## src/rtl/inst_stage_sequencer_if.sv

```systemverilog
// rtl/inst_stage_sequencer_if.sv - prefetch/scheduler handshake bundle for the instruction stage sequencer
interface inst_stage_sequencer_if #(
    parameter int INST_BITS  = 16,
    parameter int STAGE_BITS = 2
);
    logic                  in_valid;
    logic [INST_BITS-1:0]  in_inst;
    logic                  in_ready;
    logic                  flush;
    logic                  inst_valid;
    logic [INST_BITS-1:0]  inst;
    logic [STAGE_BITS-1:0] stage;
    logic                  final_stage;
    logic                  push_ret;
    logic                  sc_stage_done;
    logic                  inst_done;
    logic                  sc_next_imm_data;
    logic                  next_imm_data;

    modport slave (
        input  in_valid, in_inst, flush, sc_stage_done, sc_next_imm_data,
        output in_ready, inst_valid, inst, stage, final_stage, push_ret,
               inst_done, next_imm_data
    );

    modport master (
        output in_valid, in_inst, flush, sc_stage_done, sc_next_imm_data,
        input  in_ready, inst_valid, inst, stage, final_stage, push_ret,
               inst_done, next_imm_data
    );
endinterface

```

## src/rtl/inst_stage_sequencer.sv

```systemverilog
// rtl/inst_stage_sequencer.sv - instruction FIFO and multi-stage call sequencer; optional INST_BYPASS_EN
module inst_stage_sequencer #(
    parameter int INST_BITS   = 16,
    parameter int QUEUE_DEPTH = 2,
    parameter int STAGE_BITS  = 2,
    parameter int CALL_STAGES = 2
) (
    input  logic                   clk,
    input  logic                   reset_n,
    inst_stage_sequencer_if.slave  bus
);
    localparam int PTR_BITS = (QUEUE_DEPTH > 1) ? $clog2(QUEUE_DEPTH) : 1;
    localparam int CNT_BITS = $clog2(QUEUE_DEPTH + 1);
    localparam logic [STAGE_BITS-1:0] CALL_LAST = STAGE_BITS'(CALL_STAGES - 1);
    localparam logic [PTR_BITS-1:0]   PTR_MAX   = PTR_BITS'(QUEUE_DEPTH - 1);
    localparam logic [CNT_BITS-1:0]   CNT_FULL  = CNT_BITS'(QUEUE_DEPTH);

    logic [INST_BITS-1:0]  mem_q [QUEUE_DEPTH];
    logic [PTR_BITS-1:0]   rd_ptr_q, rd_ptr_d, wr_ptr_q, wr_ptr_d;
    logic [CNT_BITS-1:0]   count_q, count_d;
    logic [STAGE_BITS-1:0] stage_q, stage_d;

    logic                  empty, full, bypass, head_valid, is_call, final_stg;
    logic                  stage_adv, retire, push, pop;
    logic [INST_BITS-1:0]  head;
    logic [STAGE_BITS-1:0] last_stage;

    function automatic logic [PTR_BITS-1:0] ptr_inc(input logic [PTR_BITS-1:0] p);
        return (p == PTR_MAX) ? '0 : p + 1'b1;
    endfunction

    assign empty = (count_q == '0);
    assign full  = (count_q == CNT_FULL);

`ifdef INST_BYPASS_EN
    assign bypass = empty && bus.in_valid;
`else
    assign bypass = 1'b0;
`endif

    assign head       = bypass ? bus.in_inst : mem_q[rd_ptr_q];
    assign head_valid = !empty || bypass;
    // Gating on head_valid keeps an empty queue reading as single-stage/final.
    assign is_call    = head_valid && (head[15:6] == 10'b0010000001);
    assign last_stage = is_call ? CALL_LAST : '0;
    assign final_stg  = (stage_q == last_stage);
    assign stage_adv  = bus.sc_stage_done && head_valid;
    assign retire     = stage_adv && final_stg;
    // A bypassed single-stage instruction retiring this cycle never lands in the queue.
    assign push       = bus.in_valid && !full && !bus.flush && !(bypass && retire);
    assign pop        = retire && !empty;

    always_ff @(posedge clk or negedge reset_n) begin
        if (!reset_n) begin
            rd_ptr_q <= '0;
            wr_ptr_q <= '0;
            count_q  <= '0;
            stage_q  <= '0;
        end else begin
            rd_ptr_q <= rd_ptr_d;
            wr_ptr_q <= wr_ptr_d;
            count_q  <= count_d;
            stage_q  <= stage_d;
        end
    end

    always_ff @(posedge clk) begin
        if (push) begin
            mem_q[wr_ptr_q] <= bus.in_inst;
        end
    end

    always_comb begin
        rd_ptr_d = rd_ptr_q;
        wr_ptr_d = wr_ptr_q;
        count_d  = count_q;
        stage_d  = stage_q;
        if (bus.flush) begin
            rd_ptr_d = '0;
            wr_ptr_d = '0;
            count_d  = '0;
            stage_d  = '0;
        end else begin
            if (push) begin
                wr_ptr_d = ptr_inc(wr_ptr_q);
            end
            if (pop) begin
                rd_ptr_d = ptr_inc(rd_ptr_q);
            end
            count_d = count_q + CNT_BITS'(push) - CNT_BITS'(pop);
            if (retire) begin
                stage_d = '0;
            end else if (stage_adv) begin
                stage_d = stage_q + 1'b1;
            end
        end
    end

    always_comb begin
        bus.in_ready      = !full && !bus.flush;
        bus.inst_valid    = head_valid;
        bus.inst          = head;
        bus.stage         = stage_q;
        bus.final_stage   = final_stg;
        bus.push_ret      = is_call && !final_stg;
        bus.inst_done     = retire;
        bus.next_imm_data = bus.sc_next_imm_data && head_valid && final_stg;
    end
endmodule

```

## src/flat_wrapper.sv

```systemverilog
// flat-port wrapper written by rule: the top's interface ports become plain ports
module inst_stage_sequencer_flat 
#(
    parameter int INST_BITS   = 16,
    parameter int QUEUE_DEPTH = 2,
    parameter int STAGE_BITS  = 2,
    parameter int CALL_STAGES = 2
)
  (clk, reset_n, bus_in_valid, bus_in_inst, bus_flush, bus_sc_stage_done, bus_sc_next_imm_data, bus_in_ready, bus_inst_valid, bus_inst, bus_stage, bus_final_stage, bus_push_ret, bus_inst_done, bus_next_imm_data);
  inst_stage_sequencer_if #(.INST_BITS(INST_BITS), .STAGE_BITS(STAGE_BITS)) bus_i ();
  input  logic clk;
  input  logic reset_n;
  input wire logic [$bits(bus_i.in_valid)-1:0] bus_in_valid;
  input wire logic [$bits(bus_i.in_inst)-1:0] bus_in_inst;
  input wire logic [$bits(bus_i.flush)-1:0] bus_flush;
  input wire logic [$bits(bus_i.sc_stage_done)-1:0] bus_sc_stage_done;
  input wire logic [$bits(bus_i.sc_next_imm_data)-1:0] bus_sc_next_imm_data;
  output wire logic [$bits(bus_i.in_ready)-1:0] bus_in_ready;
  output wire logic [$bits(bus_i.inst_valid)-1:0] bus_inst_valid;
  output wire logic [$bits(bus_i.inst)-1:0] bus_inst;
  output wire logic [$bits(bus_i.stage)-1:0] bus_stage;
  output wire logic [$bits(bus_i.final_stage)-1:0] bus_final_stage;
  output wire logic [$bits(bus_i.push_ret)-1:0] bus_push_ret;
  output wire logic [$bits(bus_i.inst_done)-1:0] bus_inst_done;
  output wire logic [$bits(bus_i.next_imm_data)-1:0] bus_next_imm_data;
  assign bus_i.in_valid = bus_in_valid;
  assign bus_i.in_inst = bus_in_inst;
  assign bus_i.flush = bus_flush;
  assign bus_i.sc_stage_done = bus_sc_stage_done;
  assign bus_i.sc_next_imm_data = bus_sc_next_imm_data;
  assign bus_in_ready = bus_i.in_ready;
  assign bus_inst_valid = bus_i.inst_valid;
  assign bus_inst = bus_i.inst;
  assign bus_stage = bus_i.stage;
  assign bus_final_stage = bus_i.final_stage;
  assign bus_push_ret = bus_i.push_ret;
  assign bus_inst_done = bus_i.inst_done;
  assign bus_next_imm_data = bus_i.next_imm_data;
  inst_stage_sequencer #(.INST_BITS(INST_BITS), .QUEUE_DEPTH(QUEUE_DEPTH), .STAGE_BITS(STAGE_BITS), .CALL_STAGES(CALL_STAGES)) u_core (.clk(clk), .reset_n(reset_n), .bus(bus_i));
endmodule
```

## config.mk

```make
export PLATFORM = sky130hd
export DESIGN_NAME = inst_stage_sequencer_flat
export DESIGN_NICKNAME = d
export VERILOG_FILES = /design/src/rtl/inst_stage_sequencer_if.sv /design/src/rtl/inst_stage_sequencer.sv /design/src/flat_wrapper.sv
export SDC_FILE = /design/constraint.sdc
export NUM_CORES = 1
export LEC_CHECK = 0
export CORE_MARGIN = 3
export CORE_UTILIZATION = 26
export CTS_BUF_LIST = sky130_fd_sc_hd__clkbuf_16
export CTS_CLUSTER_SIZE = 8
export DETAILED_ROUTE_END_ITERATION = 12
export DONT_BUFFER_PORTS = 1
export GPL_TIMING_DRIVEN = 0
export SKIP_LAST_GASP = 1
export SLEW_MARGIN = 40
export SYNTH_ARGS = -nofsm -noshare
export SYNTH_HDL_FRONTEND = slang
export SYNTH_SLANG_ARGS = --single-unit
```

## constraint.sdc

```tcl
create_clock -name clk -period 2.9 [get_ports clk]
set_input_delay 0.29 -clock clk [delete_from_list [all_inputs] [get_ports clk]]
set_output_delay 0.29 -clock clk [all_outputs]
set_load 0.02 [all_outputs]
```

# After elaboration in Yosys (flattened, before gate mapping)
# Memory sizes are Yosys's and may differ from the RTL's.
# Cells that the tools add are included.
# totals
ff_bits	6
ram_bits	32
n_memories	1
# memory_table
name	depth	width	rd	rd_ports_with_merged_regs	write_ports	line_no	source
u_core.mem_q	2	16	1	0	1	inst_stage_sequencer.sv:18	logic [INST_BITS-1:0] mem_q [QUEUE_DEPTH];
# op_classes
n_addsub	5
eq_ne	3
n_mux	13
n_reduce_logical	18
# op_table
op	count
equality test 10 x 8 -> 1 bit (second input constant)	1
logical AND 1 bit	10
2-to-1 mux 1 bit	9
2-to-1 mux 2 bit	4
zero test 1 bit	4
nonzero test 2 bit	2
nonzero test 3 bit	1
adder 1 bit (second input constant)	2
adder 2 x 1 -> 2 bit	1
adder 2 x 1 -> 2 bit (second input constant)	1
equality test 2 bit	1
equality test 2 bit (second input constant)	1
zero test 2 bit	1
subtractor 2 x 1 -> 2 bit	1

# Logic depth before layout (Yosys ltp)
# logic_depth
depth_word	9
mapped_depth	10
ltp_nobuf	9

# Worst setup path before layout
# No wires, ideal clock.
# synth_timing
kind	register -> output
from	memory u_core.mem_q[1][11]
to	output bus_next_imm_data
arrival_ps	2197
required_time_ps	2610
slack_ps	413
stages_incl_launch_ff	6
path_buffers	0
cell_sequence	edfxtp_1 nor4b_2 nand4_1 a2111oi_4 xnor2_1 nor4b_1
# synth_via
elab_chain_len	6
# synth_rtl
item	line_no	source
start, declared	inst_stage_sequencer.sv:18	
memory read (2 x 16 bit)	--	
equality test 10 x 8 -> 1 bit	inst_stage_sequencer.sv:44	assign is_call = head_valid && (head[15:6] == 10'b0010000001);
logical AND 1 bit	inst_stage_sequencer.sv:44	
2-to-1 mux 1 bit	inst_stage_sequencer.sv:45	assign last_stage = is_call ? CALL_LAST : '0;
equality test 2 bit	inst_stage_sequencer.sv:46	assign final_stg = (stage_q == last_stage);
logical AND 1 bit	inst_stage_sequencer.sv:107	bus.next_imm_data = bus.sc_next_imm_data && head_valid && final_stg;
end, declared	flat_wrapper.sv:25	output wire logic [$bits(bus_i.next_imm_data)-1:0] bus_next_imm_data;
# No other way between the ends.

# Worst setup path after layout
# layout_timing
from	memory u_core.mem_q[1][11]
to	output bus_inst_done
# layout_via
elab_chain_len	6
# layout_rtl
item	line_no	source
memory read (2 x 16 bit)	--	
equality test 10 x 8 -> 1 bit	inst_stage_sequencer.sv:44	
logical AND 1 bit	inst_stage_sequencer.sv:44	
2-to-1 mux 1 bit	inst_stage_sequencer.sv:45	
equality test 2 bit	inst_stage_sequencer.sv:46	
logical AND 1 bit	inst_stage_sequencer.sv:48	assign retire = stage_adv && final_stg;
end, declared	flat_wrapper.sv:24	output wire logic [$bits(bus_i.inst_done)-1:0] bus_inst_done;
# No other way between the ends.

==> results.py <==
metrics = {
    "global_routing": {
        "grt_max_degree": 17,
        "grt_overflow": 0,
        "antenna_found_initial": 0,
        "gr-max-usage-layer": "met2",
        "grtUsageMet1": 0.0809,
        "grt_pass1_wl_um": 4900,
        "use_met2": 0.148,
        "grt_usage": 0.0942,
        "grt_pass1_vias": 936,
        "grt_use_met3": 0.0796,
    },
    "placement": {
        "pre_cts_slack_ns": 0.265,
        "numPortBuffers": 0,
        "finalWeightedCongestion": 0.773,
        "dp_hpwl_um": 2420,
    },
    "die": {
        "fp.dieW_um": 85.2,
        "io_pins": 46,
        "initial_core_util": 0.272,
        "rows": 28,
        "dieHeight_um": 85.2,
        "core_um2": 5990,
        "die_area_um2": 7250,
    },
    "pwr": {
        "clock_power_share": 0.389,
        "power_switching_w": 0.000459,
        "ir_drop_uv": 294,
        "intPower_w": 0.00127,
        "seqPwrFrac": 0.394,
        "powerDensity_nw_per_um2": 892,
        "p_leak_nw": 0.660,
        "power_frac_comb": 0.216,
        "p_sw_frac": 0.265,
    },
    "timing": {
        "clock_skew_ns": 0.00684,
        "setup_viol": 0,
        "hold_ws_ns": 0.0740,
        "post-route-period-util": 0.918,
        "period_minus_slack_ns": 2.66,
        "max_freq_ghz": 0.376,
        "finalSetupTns_ns": 0,
        "fin_ws_ns": 0.238,
        "worst_slew_pin_slew_ns": 0.758,
        "slew_headroom": 0.495,
        "finalHoldViolations": 0,
        "final_max_slew_viol_count": 0,
        "rsz0062_at_grt": "false",
    },
    "setup_path": {
        "cp_top_family": "multiplexers",
        "crit_required_ns": 2.61,
        "cp.arrival_ns": 2.37,
        "cp.depth": 4,
        "ff2ff_path_depth": 5,
        "crit_chain": "nor4b_2 > nand4_1 > a2111oi_4 > mux2i_1",
        "critPathMaxFanout": 6,
        "critPathBufInv": 0,
        "startpoint_type": "flip-flop",
        "critPathSlowestCell": "mux2i_1",
        "crit_path_end_kind": "primary output",
        "path_class": "flip-flop to primary output",
        "cp_slowest_stage_delay_ns": 0.62,
    },
    "clocking": {
        "clk_latency_ns": 0.28,
        "cts_tree": "built",
        "postCtsSetupRepairBufs": 0,
        "cts-root-buf": "clkbuf_16",
        "cts.sinks": 38,
        "clk_path_buf_depth": 2,
        "h-tree-depth": 2,
        "clkSlewWorstSetupHoldPaths_ns": 0.05,
        "numCtsBuffers": 5,
    },
    "synthesis": {
        "synth_nets": 126,
        "synth_cell_type_count": 29,
        "synth_seq_cells": 38,
        "syn_area_um2": 1630,
        "synth_seq_area_share": 0.682,
        "avgSynthCellArea_um2": 16.0,
        "synthCells": 102,
        "yosys_warnings": 0,
    },
    "min_path": {
        "whs_path_depth": 1,
        "hold_class": "input port to flip-flop",
    },
    "finish": {
        "area_growth_syn_to_layout_pct": 19.4,
        "post-route-util": 0.325,
        "fill_cells": 575,
        "drive_gt1_frac": 0.261,
        "diodes": 0,
        "seqCellArea_um2": 1110,
        "multi_input_area_um2": 507,
        "fin_nets": 134,
    },
    "routing": {
        "drt_drc_violations_left": 0,
        "drtIter0Drc": 53,
        "postRouteWirelength_um": 3150,
        "dr_total_vias": 846,
        "drtPass1Iterations": 3,
        "ant_nets": 0,
        "viasPerCell": 4.55,
        "detail_route.wl_per_cell_um": 16.9,
    },
    "run_status": {
        "outcome": "finished, final reports clean",
    },
    "flow_run": {
        "maxCapViolCount": 0,
    },
}
## power groups by stage
| stage | Combinational (W) | Clock (W) | Sequential [W] |
|---|---|---|---|
| 2_1_floorplan | 0.000310 | 0 | 0.000685 |
| 3_5_place_dp | 0.000372 | 0 | 0.000694 |
| 4_1_cts | 0.000378 | 0.000699 | 0.000683 |
| 3_3_place_gp | 0.000358 | 0 | 0.000691 |
| 5_1_grt | 0.000411 | 0.000725 | 0.000689 |
| 6_report | 0.000375 | 0.000675 | 0.000683 |
## final cells by class
type,instances,area share
Buffer,2,0.00772
Clock buffer,5,0.0644
Tap cell,75,0.0483
Multi-Input combinational cell,57,0.261
Timing Repair Buffer,1,0.00515
Inverter,5,0.00965
Clock inverter,3,0.0328
Sequential cell,38,0.571
## stage by stage
step | total power [W] | std cells | instance area, um2
after floorplan | 0.000995 | 102 | 1630
after global placement | 0.00105 | 177 | 1720
after detailed placement | 0.00107 | 177 | 1730
after CTS | 0.00176 | 186 | 1930
after global routing | 0.00183 | 186 | 1940
final | 0.00173 | 186 | 1940
## path summary, 6_finish.rpt
| kind | startpoint | to | slack (ns) |
|---|---|---|---|
| min in group asynchronous | reset_n | u_core.bus.stage[1] | 0.33 |
| setup / recovery | u_core.mem_q[1][11] | bus_inst_done | 0.24 |
| hold reg to reg | u_core.wr_ptr_q | u_core.wr_ptr_q | 0.65 |
| hold / removal | bus_flush | u_core.wr_ptr_q | 0.07 |
| setup reg to reg | u_core.mem_q[1][11] | u_core.rd_ptr_q | 0.30 |
| max in group asynchronous | reset_n | u_core.wr_ptr_q | 2.35 |
## sequential cells by signal (all words and copies together) (netlist names)
name	count
u_core.mem_q	32
u_core.bus.stage	2
u_core.rd_ptr_q	1
u_core.count_q	2
u_core.wr_ptr_q	1
## per-layer routing
metal | up-vias | wire, um
li1 | 401 | -
met1 | 410 | 1030
met2 | 30 | 1550
met3 | 5 | 506
met4 | 0 | 71
met5 | - | 0
## repair_timing
action / in CTS / in global routing
gates resized for setup: 0 / 1
hold buffers: 1 / 0
setup endpoints to repair: 0 / 1
hold endpoints to repair: 6 / 0
## worst register-to-register path, cell delays in order (launching register included)
cell and delay [ns]:
edfxtp_1 0.39, nor4b_2 0.32, nand4_1 0.18, a2111oi_4 0.59, mux2i_1 0.62, mux2_1 0.38
## synthesized netlist by cell type
cell / count / area, um2
o21ai_0: 3 / 15.0
dfrtp_1: 6 / 150
o21a_1: 1 / 7.51
and2_1: 1 / 6.26
inv_1: 5 / 18.8
and3_1: 1 / 6.26
clkbuf_1: 1 / 3.75
or4_2: 1 / 8.76
edfxtp_1: 32 / 961
nor2_1: 8 / 30.0
mux2i_1: 3 / 30.0
ha_1: 2 / 25.0
a21oi_1: 3 / 15.0
nand4b_1: 1 / 8.76
nor4b_1: 1 / 8.76
mux2_1: 1 / 11.3
nor4_1: 1 / 6.26
mux2_2: 15 / 169
nand4_1: 1 / 6.26
a2111oi_4: 1 / 27.5
nor3_2: 1 / 10.0
nand2_1: 1 / 3.75
buf_6: 1 / 11.3
a21boi_0: 1 / 7.51
xor2_1: 1 / 8.76
xnor2_1: 3 / 26.3
nor2b_1: 3 / 18.8
or3_1: 2 / 12.5
nor4b_2: 1 / 15.0
## cell families (layout without fill, tap and decap cells)
logic type                 after synthesis  count (layout)  share of synthesized area
AOI/OAI and AO/OA                        9               9                     0.0445
xor gates and xnor gates                 4               4                     0.0215
adders and majority gates                2               2                     0.0154
buffers and inverters                    7              16                     0.0207
DFF                                     38              38                      0.682
muxes                                   19              19                      0.129
and+or+nand+nor                         23              23                     0.0868
## cell usage in the layout, fill, tap and decap left out, types with 2 or more instances in the layout
master | synthesis | final
bufinv_16 | 0 | 2
xnor2_1 | 3 | 3
nor2_1 | 8 | 8
nor2b_1 | 3 | 2
clkbuf_16 | 0 | 5
ha_1 | 2 | 2
a21oi_1 | 3 | 3
mux2_2 | 15 | 15
dfrtp_1 | 6 | 6
o21ai_0 | 3 | 3
mux2i_1 | 3 | 3
edfxtp_1 | 32 | 32
inv_1 | 5 | 5
or3_1 | 2 | 2
Note: power is estimated with default switching activity, not from simulation.
